==> src/rtl/pipe_host_pkg.sv <==
// Shared definitions for the pipeline host command sequencer: opcodes,
// controller state encoding, readback source select and address widths.
package pipe_host_pkg;

    localparam int IMEM_AW = 9;
    localparam int DMEM_AW = 8;
    localparam int REG_AW  = 4;

    localparam logic [2:0] OP_WR_IMEM = 3'd0;
    localparam logic [2:0] OP_WR_DMEM = 3'd1;
    localparam logic [2:0] OP_RD_IMEM = 3'd2;
    localparam logic [2:0] OP_RD_DMEM = 3'd3;
    localparam logic [2:0] OP_RD_REG  = 3'd4;
    localparam logic [2:0] OP_RUN     = 3'd5;
    localparam logic [2:0] OP_STOP    = 3'd6;
    localparam logic [2:0] OP_RSVD    = 3'd7;

    typedef enum logic [2:0] {
        S_IDLE,
        S_WRITE,
        S_RD_WAIT,
        S_RUN,
        S_RESP
    } state_t;

    typedef enum logic [1:0] {
        SRC_IMEM,
        SRC_DMEM,
        SRC_REG
    } rd_src_t;

    // A command is legal when its opcode is defined and its address fits
    // the target space; the command address is always imem-sized, so the
    // narrower spaces must see their unused upper bits at zero.
    function automatic logic cmd_legal(input logic [2:0] op,
                                       input logic [IMEM_AW-1:0] addr);
        logic ok;
        ok = 1'b1;
        case (op)
            OP_WR_DMEM, OP_RD_DMEM: ok = (addr[IMEM_AW-1:DMEM_AW] == '0);
            OP_RD_REG:              ok = (addr[IMEM_AW-1:REG_AW] == '0);
            OP_RSVD:                ok = 1'b0;
            default:                ok = 1'b1;
        endcase
        return ok;
    endfunction

endpackage

==> src/rtl/pipe_host_ctrl_if.sv <==
// Command/response channel between the host and the pipeline sequencer.
// master = host side issuing commands, slave = sequencer.
interface pipe_host_ctrl_if;
    import pipe_host_pkg::*;

    logic               cmd_valid;
    logic               cmd_ready;
    logic [2:0]         cmd_op;
    logic [IMEM_AW-1:0] cmd_addr;
    logic [31:0]        cmd_data;
    logic               rsp_valid;
    logic               rsp_ready;
    logic [31:0]        rsp_data;
    logic               rsp_err;

    modport master (
        output cmd_valid, cmd_op, cmd_addr, cmd_data, rsp_ready,
        input  cmd_ready, rsp_valid, rsp_data, rsp_err
    );

    modport slave (
        input  cmd_valid, cmd_op, cmd_addr, cmd_data, rsp_ready,
        output cmd_ready, rsp_valid, rsp_data, rsp_err
    );

endinterface

==> src/rtl/host_run_counter.sv <==
// Run-cycle counter for the RUN command: load clears the count and latches
// the limit, enable advances it with saturation at all-ones. expire flags
// the cycle whose edge completes the last of `limit` cycles (limit 0 = free-run).
module host_run_counter #(
    parameter int CNT_W = 32
) (
    input  logic             clk,
    input  logic             reset,
    input  logic             load,
    input  logic [CNT_W-1:0] limit_in,
    input  logic             enable,
    output logic [CNT_W-1:0] count,
    output logic [CNT_W-1:0] count_inc,
    output logic             expire
);

    logic [CNT_W-1:0] count_reg;
    logic [CNT_W-1:0] limit_reg;

    // Count and limit registers; load has priority over counting.
    always_ff @(posedge clk or posedge reset) begin
        if (reset) begin
            count_reg <= '0;
            limit_reg <= '0;
        end else if (load) begin
            count_reg <= '0;
            limit_reg <= limit_in;
        end else if (enable) begin
            count_reg <= count_inc;
        end
    end

    // Saturating successor and terminal-count compare.
    always_comb begin
        count_inc = (&count_reg) ? count_reg : count_reg + CNT_W'(1);
        expire    = (limit_reg != '0) && (count_reg == limit_reg - CNT_W'(1));
    end

    assign count = count_reg;

endmodule

==> src/rtl/pipe_host_ctrl.sv <==
// Host-side command sequencer for the 5-stage pipeline core. Takes one
// command at a time, drives the core's program/debug port with registered
// strobes, gates pipe_en for RUN, and returns exactly one response each.
module pipe_host_ctrl
    import pipe_host_pkg::*;
#(
    parameter int RD_LAT = 1,
    parameter int CNT_W  = 32
) (
    input  logic               clk,
    input  logic               reset,
    pipe_host_ctrl_if.slave    bus,
    output logic               pipe_en,
    output logic               imem_we,
    output logic               imem_re,
    output logic [IMEM_AW-1:0] imem_addr,
    output logic [31:0]        imem_data,
    output logic               dmem_we,
    output logic               dmem_re,
    output logic [DMEM_AW-1:0] dmem_addr,
    output logic [31:0]        dmem_data,
    output logic               reg_re,
    output logic [REG_AW-1:0]  reg_addr,
    input  logic [31:0]        imem_out,
    input  logic [31:0]        dmem_out,
    input  logic [31:0]        reg_out,
    output logic               running,
    output logic [CNT_W-1:0]   run_cycles
);

    state_t state_reg, state_next;
    rd_src_t rd_src_reg, rd_src_next;

    logic               cmd_ready_reg, cmd_ready_next;
    logic               rsp_valid_reg, rsp_valid_next;
    logic [31:0]        rsp_data_reg, rsp_data_next;
    logic               rsp_err_reg, rsp_err_next;
    logic               pipe_en_reg, pipe_en_next;
    logic               imem_we_reg, imem_we_next;
    logic               imem_re_reg, imem_re_next;
    logic [IMEM_AW-1:0] imem_addr_reg, imem_addr_next;
    logic [31:0]        imem_data_reg, imem_data_next;
    logic               dmem_we_reg, dmem_we_next;
    logic               dmem_re_reg, dmem_re_next;
    logic [DMEM_AW-1:0] dmem_addr_reg, dmem_addr_next;
    logic [31:0]        dmem_data_reg, dmem_data_next;
    logic               reg_re_reg, reg_re_next;
    logic [REG_AW-1:0]  reg_addr_reg, reg_addr_next;
    logic [2:0]         rd_cnt_reg, rd_cnt_next;
    logic               err_sticky_reg, err_sticky_next;

    logic               accept;
    logic               run_load;
    logic               run_err;
    logic [CNT_W-1:0]   run_count;
    logic [CNT_W-1:0]   run_count_inc;
    logic               run_expire;
    logic [31:0]        rd_data;

    assign accept = bus.cmd_valid && cmd_ready_reg;

    host_run_counter #(
        .CNT_W (CNT_W)
    ) u_run_counter (
        .clk       (clk),
        .reset     (reset),
        .load      (run_load),
        .limit_in  (CNT_W'(bus.cmd_data)),
        .enable    (state_reg == S_RUN),
        .count     (run_count),
        .count_inc (run_count_inc),
        .expire    (run_expire)
    );

    // Readback source for the read currently in flight.
    always_comb begin
        rd_data = reg_out;
        case (rd_src_reg)
            SRC_IMEM: rd_data = imem_out;
            SRC_DMEM: rd_data = dmem_out;
            default:  rd_data = reg_out;
        endcase
    end

    // Next-state and next-output decode; every core-facing output is
    // computed here and registered below, so cmd_* never reaches the core
    // combinationally.
    always_comb begin
        state_next      = state_reg;
        rd_src_next     = rd_src_reg;
        rsp_valid_next  = rsp_valid_reg;
        rsp_data_next   = rsp_data_reg;
        rsp_err_next    = rsp_err_reg;
        pipe_en_next    = pipe_en_reg;
        imem_we_next    = 1'b0;
        dmem_we_next    = 1'b0;
        imem_re_next    = imem_re_reg;
        dmem_re_next    = dmem_re_reg;
        reg_re_next     = reg_re_reg;
        imem_addr_next  = imem_addr_reg;
        imem_data_next  = imem_data_reg;
        dmem_addr_next  = dmem_addr_reg;
        dmem_data_next  = dmem_data_reg;
        reg_addr_next   = reg_addr_reg;
        rd_cnt_next     = rd_cnt_reg;
        err_sticky_next = err_sticky_reg;
        run_load        = 1'b0;
        run_err         = 1'b0;

        case (state_reg)
            S_IDLE: begin
                if (accept) begin
                    if (!cmd_legal(bus.cmd_op, bus.cmd_addr)) begin
                        // Rejected commands never touch the core.
                        state_next     = S_RESP;
                        rsp_valid_next = 1'b1;
                        rsp_err_next   = 1'b1;
                        rsp_data_next  = 32'd0;
                    end else begin
                        case (bus.cmd_op)
                            OP_WR_IMEM: begin
                                imem_we_next   = 1'b1;
                                imem_addr_next = bus.cmd_addr;
                                imem_data_next = bus.cmd_data;
                                state_next     = S_WRITE;
                            end
                            OP_WR_DMEM: begin
                                dmem_we_next   = 1'b1;
                                dmem_addr_next = bus.cmd_addr[DMEM_AW-1:0];
                                dmem_data_next = bus.cmd_data;
                                state_next     = S_WRITE;
                            end
                            OP_RD_IMEM: begin
                                imem_re_next   = 1'b1;
                                imem_addr_next = bus.cmd_addr;
                                rd_src_next    = SRC_IMEM;
                                rd_cnt_next    = 3'(RD_LAT - 1);
                                state_next     = S_RD_WAIT;
                            end
                            OP_RD_DMEM: begin
                                dmem_re_next   = 1'b1;
                                dmem_addr_next = bus.cmd_addr[DMEM_AW-1:0];
                                rd_src_next    = SRC_DMEM;
                                rd_cnt_next    = 3'(RD_LAT - 1);
                                state_next     = S_RD_WAIT;
                            end
                            OP_RD_REG: begin
                                reg_re_next    = 1'b1;
                                reg_addr_next  = bus.cmd_addr[REG_AW-1:0];
                                rd_src_next    = SRC_REG;
                                rd_cnt_next    = 3'(RD_LAT - 1);
                                state_next     = S_RD_WAIT;
                            end
                            OP_RUN: begin
                                run_load        = 1'b1;
                                pipe_en_next    = 1'b1;
                                err_sticky_next = 1'b0;
                                state_next      = S_RUN;
                            end
                            default: begin
                                // STOP with nothing running is a harmless no-op.
                                state_next     = S_RESP;
                                rsp_valid_next = 1'b1;
                                rsp_err_next   = 1'b0;
                                rsp_data_next  = 32'd0;
                            end
                        endcase
                    end
                end
            end

            S_WRITE: begin
                state_next     = S_RESP;
                rsp_valid_next = 1'b1;
                rsp_err_next   = 1'b0;
                rsp_data_next  = 32'd0;
            end

            S_RD_WAIT: begin
                if (rd_cnt_reg == 3'd0) begin
                    rsp_data_next  = rd_data;
                    rsp_err_next   = 1'b0;
                    rsp_valid_next = 1'b1;
                    imem_re_next   = 1'b0;
                    dmem_re_next   = 1'b0;
                    reg_re_next    = 1'b0;
                    state_next     = S_RESP;
                end else begin
                    rd_cnt_next = rd_cnt_reg - 3'd1;
                end
            end

            S_RUN: begin
                // Count expiry takes precedence; a STOP landing on the same
                // edge is simply consumed. Any other op seen on the final
                // edge still flags the response as erroneous.
                if (run_expire || (accept && bus.cmd_op == OP_STOP)) begin
                    run_err        = err_sticky_reg || (accept && bus.cmd_op != OP_STOP);
                    pipe_en_next   = 1'b0;
                    state_next     = S_RESP;
                    rsp_valid_next = 1'b1;
                    rsp_err_next   = run_err;
                    // Errored responses always carry zero data.
                    rsp_data_next  = run_err ? 32'd0 : 32'(run_count_inc);
                end else if (accept) begin
                    err_sticky_next = 1'b1;
                end
            end

            S_RESP: begin
                if (bus.rsp_ready) begin
                    rsp_valid_next = 1'b0;
                    state_next     = S_IDLE;
                end
            end

            default: begin
                state_next = S_IDLE;
            end
        endcase

        cmd_ready_next = (state_next == S_IDLE) || (state_next == S_RUN);
    end

    // State and registered outputs; reset drops everything immediately.
    always_ff @(posedge clk or posedge reset) begin
        if (reset) begin
            state_reg      <= S_IDLE;
            rd_src_reg     <= SRC_IMEM;
            cmd_ready_reg  <= 1'b0;
            rsp_valid_reg  <= 1'b0;
            rsp_data_reg   <= 32'd0;
            rsp_err_reg    <= 1'b0;
            pipe_en_reg    <= 1'b0;
            imem_we_reg    <= 1'b0;
            imem_re_reg    <= 1'b0;
            imem_addr_reg  <= '0;
            imem_data_reg  <= 32'd0;
            dmem_we_reg    <= 1'b0;
            dmem_re_reg    <= 1'b0;
            dmem_addr_reg  <= '0;
            dmem_data_reg  <= 32'd0;
            reg_re_reg     <= 1'b0;
            reg_addr_reg   <= '0;
            rd_cnt_reg     <= 3'd0;
            err_sticky_reg <= 1'b0;
        end else begin
            state_reg      <= state_next;
            rd_src_reg     <= rd_src_next;
            cmd_ready_reg  <= cmd_ready_next;
            rsp_valid_reg  <= rsp_valid_next;
            rsp_data_reg   <= rsp_data_next;
            rsp_err_reg    <= rsp_err_next;
            pipe_en_reg    <= pipe_en_next;
            imem_we_reg    <= imem_we_next;
            imem_re_reg    <= imem_re_next;
            imem_addr_reg  <= imem_addr_next;
            imem_data_reg  <= imem_data_next;
            dmem_we_reg    <= dmem_we_next;
            dmem_re_reg    <= dmem_re_next;
            dmem_addr_reg  <= dmem_addr_next;
            dmem_data_reg  <= dmem_data_next;
            reg_re_reg     <= reg_re_next;
            reg_addr_reg   <= reg_addr_next;
            rd_cnt_reg     <= rd_cnt_next;
            err_sticky_reg <= err_sticky_next;
        end
    end

    assign bus.cmd_ready = cmd_ready_reg;
    assign bus.rsp_valid = rsp_valid_reg;
    assign bus.rsp_data  = rsp_data_reg;
    assign bus.rsp_err   = rsp_err_reg;

    assign pipe_en    = pipe_en_reg;
    assign imem_we    = imem_we_reg;
    assign imem_re    = imem_re_reg;
    assign imem_addr  = imem_addr_reg;
    assign imem_data  = imem_data_reg;
    assign dmem_we    = dmem_we_reg;
    assign dmem_re    = dmem_re_reg;
    assign dmem_addr  = dmem_addr_reg;
    assign dmem_data  = dmem_data_reg;
    assign reg_re     = reg_re_reg;
    assign reg_addr   = reg_addr_reg;
    assign running    = (state_reg == S_RUN);
    assign run_cycles = run_count;

endmodule

==> src/flat_wrapper.sv <==
// flat-port wrapper written by rule: the top's interface ports become plain ports
module pipe_host_ctrl_flat import pipe_host_pkg::*;
#(
    parameter int RD_LAT = 1,
    parameter int CNT_W  = 32
)
  (clk, reset, pipe_en, imem_we, imem_re, imem_addr, imem_data, dmem_we, dmem_re, dmem_addr, dmem_data, reg_re, reg_addr, imem_out, dmem_out, reg_out, running, run_cycles, bus_cmd_valid, bus_cmd_op, bus_cmd_addr, bus_cmd_data, bus_rsp_ready, bus_cmd_ready, bus_rsp_valid, bus_rsp_data, bus_rsp_err);
  pipe_host_ctrl_if bus_i ();
  input  logic clk;
  input  logic reset;
  output logic pipe_en;
  output logic imem_we;
  output logic imem_re;
  output logic [IMEM_AW-1:0] imem_addr;
  output logic [31:0] imem_data;
  output logic dmem_we;
  output logic dmem_re;
  output logic [DMEM_AW-1:0] dmem_addr;
  output logic [31:0] dmem_data;
  output logic reg_re;
  output logic [REG_AW-1:0] reg_addr;
  input  logic [31:0] imem_out;
  input  logic [31:0] dmem_out;
  input  logic [31:0] reg_out;
  output logic running;
  output logic [CNT_W-1:0] run_cycles;
  input wire logic [$bits(bus_i.cmd_valid)-1:0] bus_cmd_valid;
  input wire logic [$bits(bus_i.cmd_op)-1:0] bus_cmd_op;
  input wire logic [$bits(bus_i.cmd_addr)-1:0] bus_cmd_addr;
  input wire logic [$bits(bus_i.cmd_data)-1:0] bus_cmd_data;
  input wire logic [$bits(bus_i.rsp_ready)-1:0] bus_rsp_ready;
  output wire logic [$bits(bus_i.cmd_ready)-1:0] bus_cmd_ready;
  output wire logic [$bits(bus_i.rsp_valid)-1:0] bus_rsp_valid;
  output wire logic [$bits(bus_i.rsp_data)-1:0] bus_rsp_data;
  output wire logic [$bits(bus_i.rsp_err)-1:0] bus_rsp_err;
  assign bus_i.cmd_valid = bus_cmd_valid;
  assign bus_i.cmd_op = bus_cmd_op;
  assign bus_i.cmd_addr = bus_cmd_addr;
  assign bus_i.cmd_data = bus_cmd_data;
  assign bus_i.rsp_ready = bus_rsp_ready;
  assign bus_cmd_ready = bus_i.cmd_ready;
  assign bus_rsp_valid = bus_i.rsp_valid;
  assign bus_rsp_data = bus_i.rsp_data;
  assign bus_rsp_err = bus_i.rsp_err;
  pipe_host_ctrl #(.RD_LAT(RD_LAT), .CNT_W(CNT_W)) u_core (.clk(clk), .reset(reset), .bus(bus_i), .pipe_en(pipe_en), .imem_we(imem_we), .imem_re(imem_re), .imem_addr(imem_addr), .imem_data(imem_data), .dmem_we(dmem_we), .dmem_re(dmem_re), .dmem_addr(dmem_addr), .dmem_data(dmem_data), .reg_re(reg_re), .reg_addr(reg_addr), .imem_out(imem_out), .dmem_out(dmem_out), .reg_out(reg_out), .running(running), .run_cycles(run_cycles));
endmodule
==> config.mk <==
export PLATFORM = sky130hd
export DESIGN_NAME = pipe_host_ctrl_flat
export DESIGN_NICKNAME = d
export VERILOG_FILES = /design/src/rtl/pipe_host_pkg.sv /design/src/rtl/pipe_host_ctrl_if.sv /design/src/rtl/host_run_counter.sv /design/src/rtl/pipe_host_ctrl.sv /design/src/flat_wrapper.sv
export SDC_FILE = /design/constraint.sdc
export NUM_CORES = 1
export LEC_CHECK = 0
export CORE_MARGIN = 2
export CORE_UTILIZATION = 53
export DETAILED_ROUTE_END_ITERATION = 8
export GPL_ROUTABILITY_DRIVEN = 0
export PLACE_DENSITY = 0.87
export RECOVER_POWER = 25
export SLEW_MARGIN = 10
export SYNTH_ARGS = -nofsm -noshare
export SYNTH_HDL_FRONTEND = slang
export SYNTH_SLANG_ARGS = --single-unit
==> constraint.sdc <==
create_clock -name clk -period 11.8 [get_ports clk]
set_input_delay 2.36 -clock clk [delete_from_list [all_inputs] [get_ports clk]]
set_output_delay 2.36 -clock clk [all_outputs]
set_load 0.05 [all_outputs]
# [Word-level counts from Yosys, hierarchy flattened]
# Index checks and enable logic that the tools add are counted.
[totals] regBits=199 out_inout_bits=159 wordCells=169
[op_classes] add_sub_neg=3 n_eq_ne=29 muxes=75 n_bitwise=1 n_reduce_logical=40
[ops] operator="2-to-1 mux 32 bit" count=9
[ops] operator="case mux 32 bit (4 select lines)" count=1
[ops] operator="case mux 32 bit (2 select lines)" count=1
[ops] operator="2-to-1 mux 1 bit" count=43
[ops] operator="adder 32 x 1 -> 32 bit, second input constant" count=1
[ops] operator="== test 32 bit" count=1
[ops] operator="AND reduction 32 bit" count=1
[ops] operator="nonzero test 32 bit" count=1
[ops] operator="subtractor 32 x 1 -> 32 bit, second input constant" count=1
[ops] operator="AND reduction 5 bit" count=6
[ops] operator="2-to-1 mux 3 bit" count=9
[ops] operator="AND reduction 4 bit" count=6
[ops] operator="!= test 2 bit, second input constant" count=8
[ops] operator="== test 3 x 2 -> 1 bit, second input constant" count=5
[ops] operator="== test 3 bit, second input constant" count=5
[ops] operator="case mux 3 bit (5 select lines)" count=1
[ops] operator="zero test 3 bit" count=4
[ops] operator="AND reduction 6 bit" count=2
[ops] operator="!= test 2 x 1 -> 1 bit, second input constant" count=5
[ops] operator="case mux 1 bit (2 select lines)" count=5
[ops] operator="case mux 3 bit (3 select lines)" count=1
[ops] operator="== test 3 x 1 -> 1 bit, second input constant" count=2
[ops] operator="!= test 3 bit, second input constant" count=2
[ops] operator="case mux 2 bit (3 select lines)" count=1
[ops] operator="18 further kinds" count=27

# [Depth between registers and ports, before layout]
# Gate-level depths: netlist of the first run.
[logic_depth] word_depth=10 depth_mapped=13 ltp_nobuf=11

# [By module]
# A second synthesis of the first run with hierarchy kept.
[hier_totals] cells_unflattened=1027 hier_area_um2=10968.0
[modules_own_cells] module="pipe_host_ctrl" n_inst=1 cells_each=520 area_per_inst_um2=6492.5
[modules_own_cells] module="host_run_counter" n_inst=1 cells_each=507 area_per_inst_um2=4475.5

# [Least setup slack after synthesis of the first run]
# No wires, ideal clock.
[synth_timing] kind="input to register" from="input port bus_cmd_op[1]" to="register u_core.dmem_data_reg[10], in the netlist u_core.dmem_data[10]" t_arrival_ns=4.685 setup_slack_ns=6.990 stages=9 path_buffers=2 cell_sequence="clkbuf_1 > mux2_2 > a22o_1 > or2_2 > nor2_1 > nand2_1 > nor2_1 > clkbuf_1 > mux2_2"
[synth_between] elab_chain_cells=6
[synth_lines] item="start: declaration" line_no="flat_wrapper.sv:28" rtl="input wire logic [$bits(bus_i.cmd_op)-1:0] bus_cmd_op;"
[synth_lines] item="== test 3 x 1 -> 1 bit or == test 3 x 2 -> 1 bit (tied branches)" line_no="pipe_host_pkg.sv:39, pipe_host_ctrl.sv:120"
[synth_lines] item="OR reduction 2 bit (no line)"
[synth_lines] item="case mux 1 bit (3 select lines)" line_no="pipe_host_pkg.sv:39" rtl="case (op)"
[synth_lines] item="2-to-1 mux 1 bit" line_no="pipe_host_ctrl.sv:112" rtl="if (accept) begin"
[synth_lines] item="2-to-1 mux 1 bit" line_no="pipe_host_ctrl.sv:110" rtl="case (state_reg)"
[synth_lines] item="AND reduction 4 bit (no line) (*)"
[synth_lines] item="end signal: assignment" line_no="pipe_host_ctrl.sv:262" rtl="dmem_data_reg <= dmem_data_next;"
[synth_lines] item="end: declaration" line_no="pipe_host_ctrl.sv:46" rtl="logic [31:0] dmem_data_reg, dmem_data_next;"
# Mark *: on every way between the ends. The rest lies on a longest branch, timed or not. The select of a mux whose other input is x is not followed.
# A chain may end at the register's enable or synchronous reset.

==> results of run 1 <==
## cell usage in the layout (no fill, tap or decap), types with 4 or more instances in the layout
master and count:
or4_1 5, and3_1 13, or3_1 10, mux2i_1 40, ha_1 4, a21oi_1 52
nand2b_1 5, xnor2_1 52, clkbuf_16 17, o22ai_1 25, nor3_1 19, inv_1 14
and4_1 6, nand4_1 13, o21a_1 4, nor2_1 72, a31oi_1 5, clkdlybuf4s50_1 301
nor2b_1 4, buf_4 4, and2_1 5, xor2_1 21, nor4_1 6, inv_6 6
o31ai_1 19, mux2_2 104, o21ai_0 74, a22o_1 5, nand2_1 176, dfrtp_1 197
nand3_1 18, a211oi_1 5, nor3b_1 4, mux2_1 10
## metal layers
layer	track usage, %	wire [µm]	part of all wire (%)	up-vias
met1	36.7	12800	41	4640
li1	-	-	-	4465
met5	0	0	0	-
met4	11.0	1090	3.5	0
met2	46.2	14600	47	428
met3	7.99	2800	9.0	63
## area by class of cell
class                      count  area, µm²
clock buffer                  17        425
sequential                   199       4980
inverter                      16       61.3
fill                        1433       5570
multi-input combinational    832       5600
clock inverter                15        209
tap                          270        338
timing repair buffer         306       3050
## final timing paths
kind | from | endpoint | slack (ps)
worst max register to register | u_core.u_run_counter.limit_reg[0] | u_core.bus.rsp_data[12] | 7200
min in group asynchronous | reset | u_core.imem_data[26] | 4390
worst min-delay path | u_core.rd_cnt_reg[1] | u_core.rd_cnt_reg[1] | 480
max in group clk | bus_cmd_op[1] | u_core.dmem_data[2] | 6230
worst min register to register | u_core.rd_cnt_reg[1] | u_core.rd_cnt_reg[1] | 480
worst max-delay path | reset | u_core.rd_src_reg[1] | 4290
## power by group
group,total [µW],internal (µW),switching (µW)
Sequential,1350,988,362
Combinational,2420,919,1500
Clock,627,343,284
## through the flow
| step | power (µW) | setup WS (ps) | instances | utilization, % |
|---|---|---|---|---|
| floorplan | 2960 | 4010 | 1127 | - |
| CTS | 4400 | 6270 | 1655 | 72.5 |
| finish | 4390 | 4290 | 1655 | 72.5 |
| detailed placement | 3760 | 5830 | 1623 | 69.4 |
| global route | 4610 | 3030 | 1655 | 72.5 |
| global placement | 3700 | 5900 | 1623 | 69.4 |
## cell families after synthesis
kind of cell	after synthesis
XOR/XNOR	73
flip-flops	199
AO/OA/AOI/OAI	220
multiplexers	154
adder cells (fa/ha/maj)	4
buffers and inverters	96
AND/OR/NAND/NOR	381
==> results.toml, run 1 <==
[run_status]
outcome = "finished with violations"
violations = "capacitance limit, slew limit"

[sta]
whs_ps = 482
drv_slew = 149
tightest_slew_ps = 6400
setup_tns_ps = 0
hold_violations = 0
period_minus_slack_ps = 7510
relSlewSlack_pct = -329
timing.fmax_mhz = 133
skew_ps = 13.7
setup_viol = 0
rsz0062_at_grt = "false"
finalCritPeriodShare_pct = 63.7

[critical_path]
crit_path_start_kind = "primary input"
cp_slowest_cell = "clkinvlp_2"
crit_type = "in -> async"
worstSetupEndpointType = "async pin"
cpLargestDelayFamily = "buffers and inverters"
cp_max_fo = 148
cp.arrival_ps = 6510
path_buf_inv = 2
worstPathRequired_ps = 10800
worst-path-stages = 2
cpPeakStageDelay_ps = 3530
path_cells = "dlygate4sd3_1 -> clkinvlp_2"
rr_worst_depth = 11

[drt]
routed_via_density = 5.80
vias = 9596
postRouteAntennaNets = 0
dr.first_iter.drc_count = 808
post-route-drc-count = 0
wl_um = 31300
drt_pass1_iterations = 5
wl_per_cell_um = 18.9

[logic_synthesis]
async_flop_share_pct = 100
synth_fa_ha_area_share_pct = 0.457
muxShareOfSynthArea_pct = 15.4
syn_inst = 1127
synth_area_leader_cell = "dfrtp_1"
syn_nets = 1275
synth.area.top_cells = "dfrtp_1, mux2_2, nand2_1, xnor2_1, mux2i_1"
yosys_warnings = 0
synth_area_mm2 = 0.0109
synth_top_family_by_area = "simple AND/OR/NAND/NOR gates"
synth.top_cell.area_share_pct = 45.5
syn_area_per_cell_um2 = 9.71
ys_seq_area_share_pct = 45.5
synth-main-ff-cell = "dfrtp_1"
yosysMostFrequentCell = "dfrtp_1"
synth_cell_types = 64
synth-simple-area-share_pct = 16.8
synthXorXnorAreaFrac_pct = 5.84
synth_compound_area_share_pct = 12.4
yosys_register_bits = 199
synth_edf_count = 0
yosys-top-cells-count = "dfrtp_1, nand2_1, mux2_2"

[grt]
grt-ovfl-total = 0
grt_max_degree = 149
grtUsageTotal_pct = 28.6
antenna_found_initial = 0
grt_pass1_wl_um = 49900
first_global_vias = 9492

[clocking]
post_cts_buffers = 0
numClockSinks = 199
clk_pin_slew_worst_paths_ps = 80
clk_latency_ps = 450
tritoncts.num_buffers = 17
tritoncts = "done"
clock_path_buffers = 2
postCtsHoldBufs = 0
htreeDepth = 4
clockRootBuffer = "clkbuf_16"
cts.repair.resized = 0

[job]
cap_violations = 1

[finish]
final_area_mm2 = 0.0147
fin_nets = 1520
area_growth_pct = 34.1
diodes = 0
drive_above_1_share_pct = 12.0

[floorplanning]
placementRows = 52
coreArea_mm2 = 0.0202
num_io_pins = 303
start_util_pct = 54.1
die_h_um = 148
die_w_um = 148
dieArea_mm2 = 0.0218

[place]
post_dp_cell_area_mm2 = 0.0140
io_buffers = 302
place_hpwl_um = 23000

[min_path]
hold_path_depth = 2
hp-class = "reg -> reg"

[power]
ir_worst_vdd_uv = 235
leakage_uw = 0.00614
power_density_mw_per_mm2 = 300
No activity file was read; power rests on OpenSTA's default activity.
==> inputs of run 2 (changes only) <==
--- a/config.mk
+++ b/config.mk
@@ -6,10 +6,10 @@
 export NUM_CORES = 1
 export LEC_CHECK = 0
 export CORE_MARGIN = 2
-export CORE_UTILIZATION = 53
+export CORE_UTILIZATION = 49
 export DETAILED_ROUTE_END_ITERATION = 8
 export GPL_ROUTABILITY_DRIVEN = 0
-export PLACE_DENSITY = 0.87
+export PLACE_DENSITY = 0.81
 export RECOVER_POWER = 25
 export SLEW_MARGIN = 10
 export SYNTH_ARGS = -nofsm -noshare
==> constraint.sdc (replaced) <==
create_clock -name clk -period 7.7 [get_ports clk]
set_input_delay 1.54 -clock clk [delete_from_list [all_inputs] [get_ports clk]]
set_output_delay 1.54 -clock clk [all_outputs]
set_load 0.05 [all_outputs]
==> run 2 against run 1 <==
Compared with the run above: largest power group unchanged; cell area about the same; worst hold slack improved by 2.9 ps; critical endpoint is now u_core.dmem_data[7]; global-route usage fell by 1.7 points; critical path depth up 6; count of clock-buffer cells in the layout up 5; the flow still finishes with violations (capacitance limit, slew limit); critical path type is now in -> reg; total power rose by 52%; first-iteration DRC count increased by 11%; worst setup slack worse by 1300 ps; register-to-register slack got worse by 4000 ps; sequential share of layout area barely moved; via count up 0.19%.
==> results.toml, run 2 (same netlist as run 1, synthesis figures left out) <==
[run_status]
outcome = "finished with violations"
violations = "capacitance limit, slew limit"

[clocking]
clk_latency_ps = 440
numClockSinks = 199
htreeDepth = 4
clockRootBuffer = "clkbuf_16"
cts.repair.resized = 0
clock_path_buffers = 2
clk_pin_slew_worst_paths_ps = 80
postCtsHoldBufs = 0
tritoncts.num_buffers = 17
tritoncts = "done"
post_cts_buffers = 0

[sta]
setup_viol = 0
rsz0062_at_grt = "false"
finalCritPeriodShare_pct = 61.1
timing.fmax_mhz = 212
hold_violations = 0
setup_tns_ps = 0
tightest_slew_ps = 2930
skew_ps = 11.3
relSlewSlack_pct = -95.0
drv_slew = 138
period_minus_slack_ps = 4710

[critical_path]
worstPathRequired_ps = 8020
crit_path_start_kind = "primary input"
rr_worst_depth = 9
crit_type = "in -> reg"
cp.arrival_ps = 5030
worstSetupEndpointType = "flop"
cp_max_fo = 33
reg2reg_setup_slack_ps = 3230

[grt]
grt_max_degree = 138
grt_pass1_wl_um = 51300
antenna_found_initial = 0
first_global_vias = 9571
grtUsageTotal_pct = 26.9
grt-ovfl-total = 0

[drt]
routed_via_density = 5.77
vias = 9614
drt_pass1_iterations = 5
wl_per_cell_um = 19.0
dr.first_iter.drc_count = 893
post-route-drc-count = 0
wl_um = 31600
postRouteAntennaNets = 0

[finish]
diodes = 0
instances_no_fill = 1666
area_growth_pct = 34.0
final_util_pct = 67.0
fin_nets = 1521
final_area_mm2 = 0.0147
layout_common_cells = "clkdlybuf4s50_1, dfrtp_1, nand2_1, mux2_2, o21ai_0"
final_common_cell = "clkdlybuf4s50_1"
drive_above_1_share_pct = 11.8
fillerInstances = 1753

[power]
combPwrFrac_pct = 55.2
p_sw_share_pct = 48.4
power_frac_seq_pct = 30.8
clockPowerShare_pct = 13.9
power_density_mw_per_mm2 = 457
internal_power_uw = 3450
ir_worst_vdd_uv = 249
leakage_uw = 0.00614
power.switching_uw = 3240

[floorplanning]
die_w_um = 153
die_h_um = 153
num_io_pins = 303
placementRows = 54
start_util_pct = 50.0
coreArea_mm2 = 0.0219
dieArea_mm2 = 0.0235

[min_path]
hold_path_depth = 2
hp-class = "reg -> reg"

[job]
cap_violations = 1

[place]
placed_cells = 1634
post_dp_cell_area_mm2 = 0.0141
place_hpwl_um = 23200
io_buffers = 302
==> run 2: cell count changes in the layout (fill, tap and decap cells not counted), sizes merged <==
cell           previous run  this run
clkbuf                   17        23
inv                      21        17
clkinvlp                  4         2
clkdlybuf4s50           301       300
clkinv                    3         4
dlygate4sd3               1         2
==> run 2: metal layers <==
metal  vias to the layer above  track usage [%]  part of all wire (%)
li1                       4476                -                     -
met5                         -                0                     0
met4                         0             11.4                   3.6
met2                       438             42.4                    46
met3                        65             6.61                   8.6
met1                      4635             35.6                    41
==> run 2: path summary, 6_finish.rpt <==
path / from / endpoint
max in group asynchronous: reset / u_core.rd_src_reg[0]
max: bus_cmd_op[1] / u_core.dmem_data[7]
min in group asynchronous: reset / u_core.imem_data[29]
max reg2reg: u_core.u_run_counter.limit_reg[5] / u_core.bus.rsp_data[10]
min reg2reg: u_core.rd_cnt_reg[1] / u_core.rd_cnt_reg[1]
min: u_core.rd_cnt_reg[1] / u_core.rd_cnt_reg[1]
==> run 2: critical path: stages <==
cell           delay [ps]
dlygate4sd3_1         810
mux2_2                380
a22o_1                260
or2_2                 330
nor2_1                140
nand2_1               290
nor2_4                820
mux2_2                420
==> run 2: final cells by class <==
class	instances	area, µm²	share of cell area [%]
tap	280	350	2.39
multi-input combinational	832	5600	38.2
inverter	16	63.8	0.435
sequential	199	4980	34.0
clock inverter	10	143	0.973
clock buffer	22	464	3.17
timing repair buffer	307	3060	20.9
==> run 2: power by group through the flow <==
stage	registers, µW	clock network [µW]	logic, µW
6_report	2070	932	3700
3_3_place_gp	2040	0	3650
5_1_grt	2150	990	3900
3_5_place_dp	2070	0	3700
4_1_cts	2060	945	3720
2_1_floorplan	3150	0	1380
==> run 2: metrics by stage <==
step           total power, µW  setup WS, ps  hold slack, ps
2_1_floorplan             4530           734             449
3_3_place_gp              5690          2620             463
3_5_place_dp              5770          2490             467
4_1_cts                   6720          2950             484
5_1_grt                   7040          2520             507
6_report                  6700          2990             484
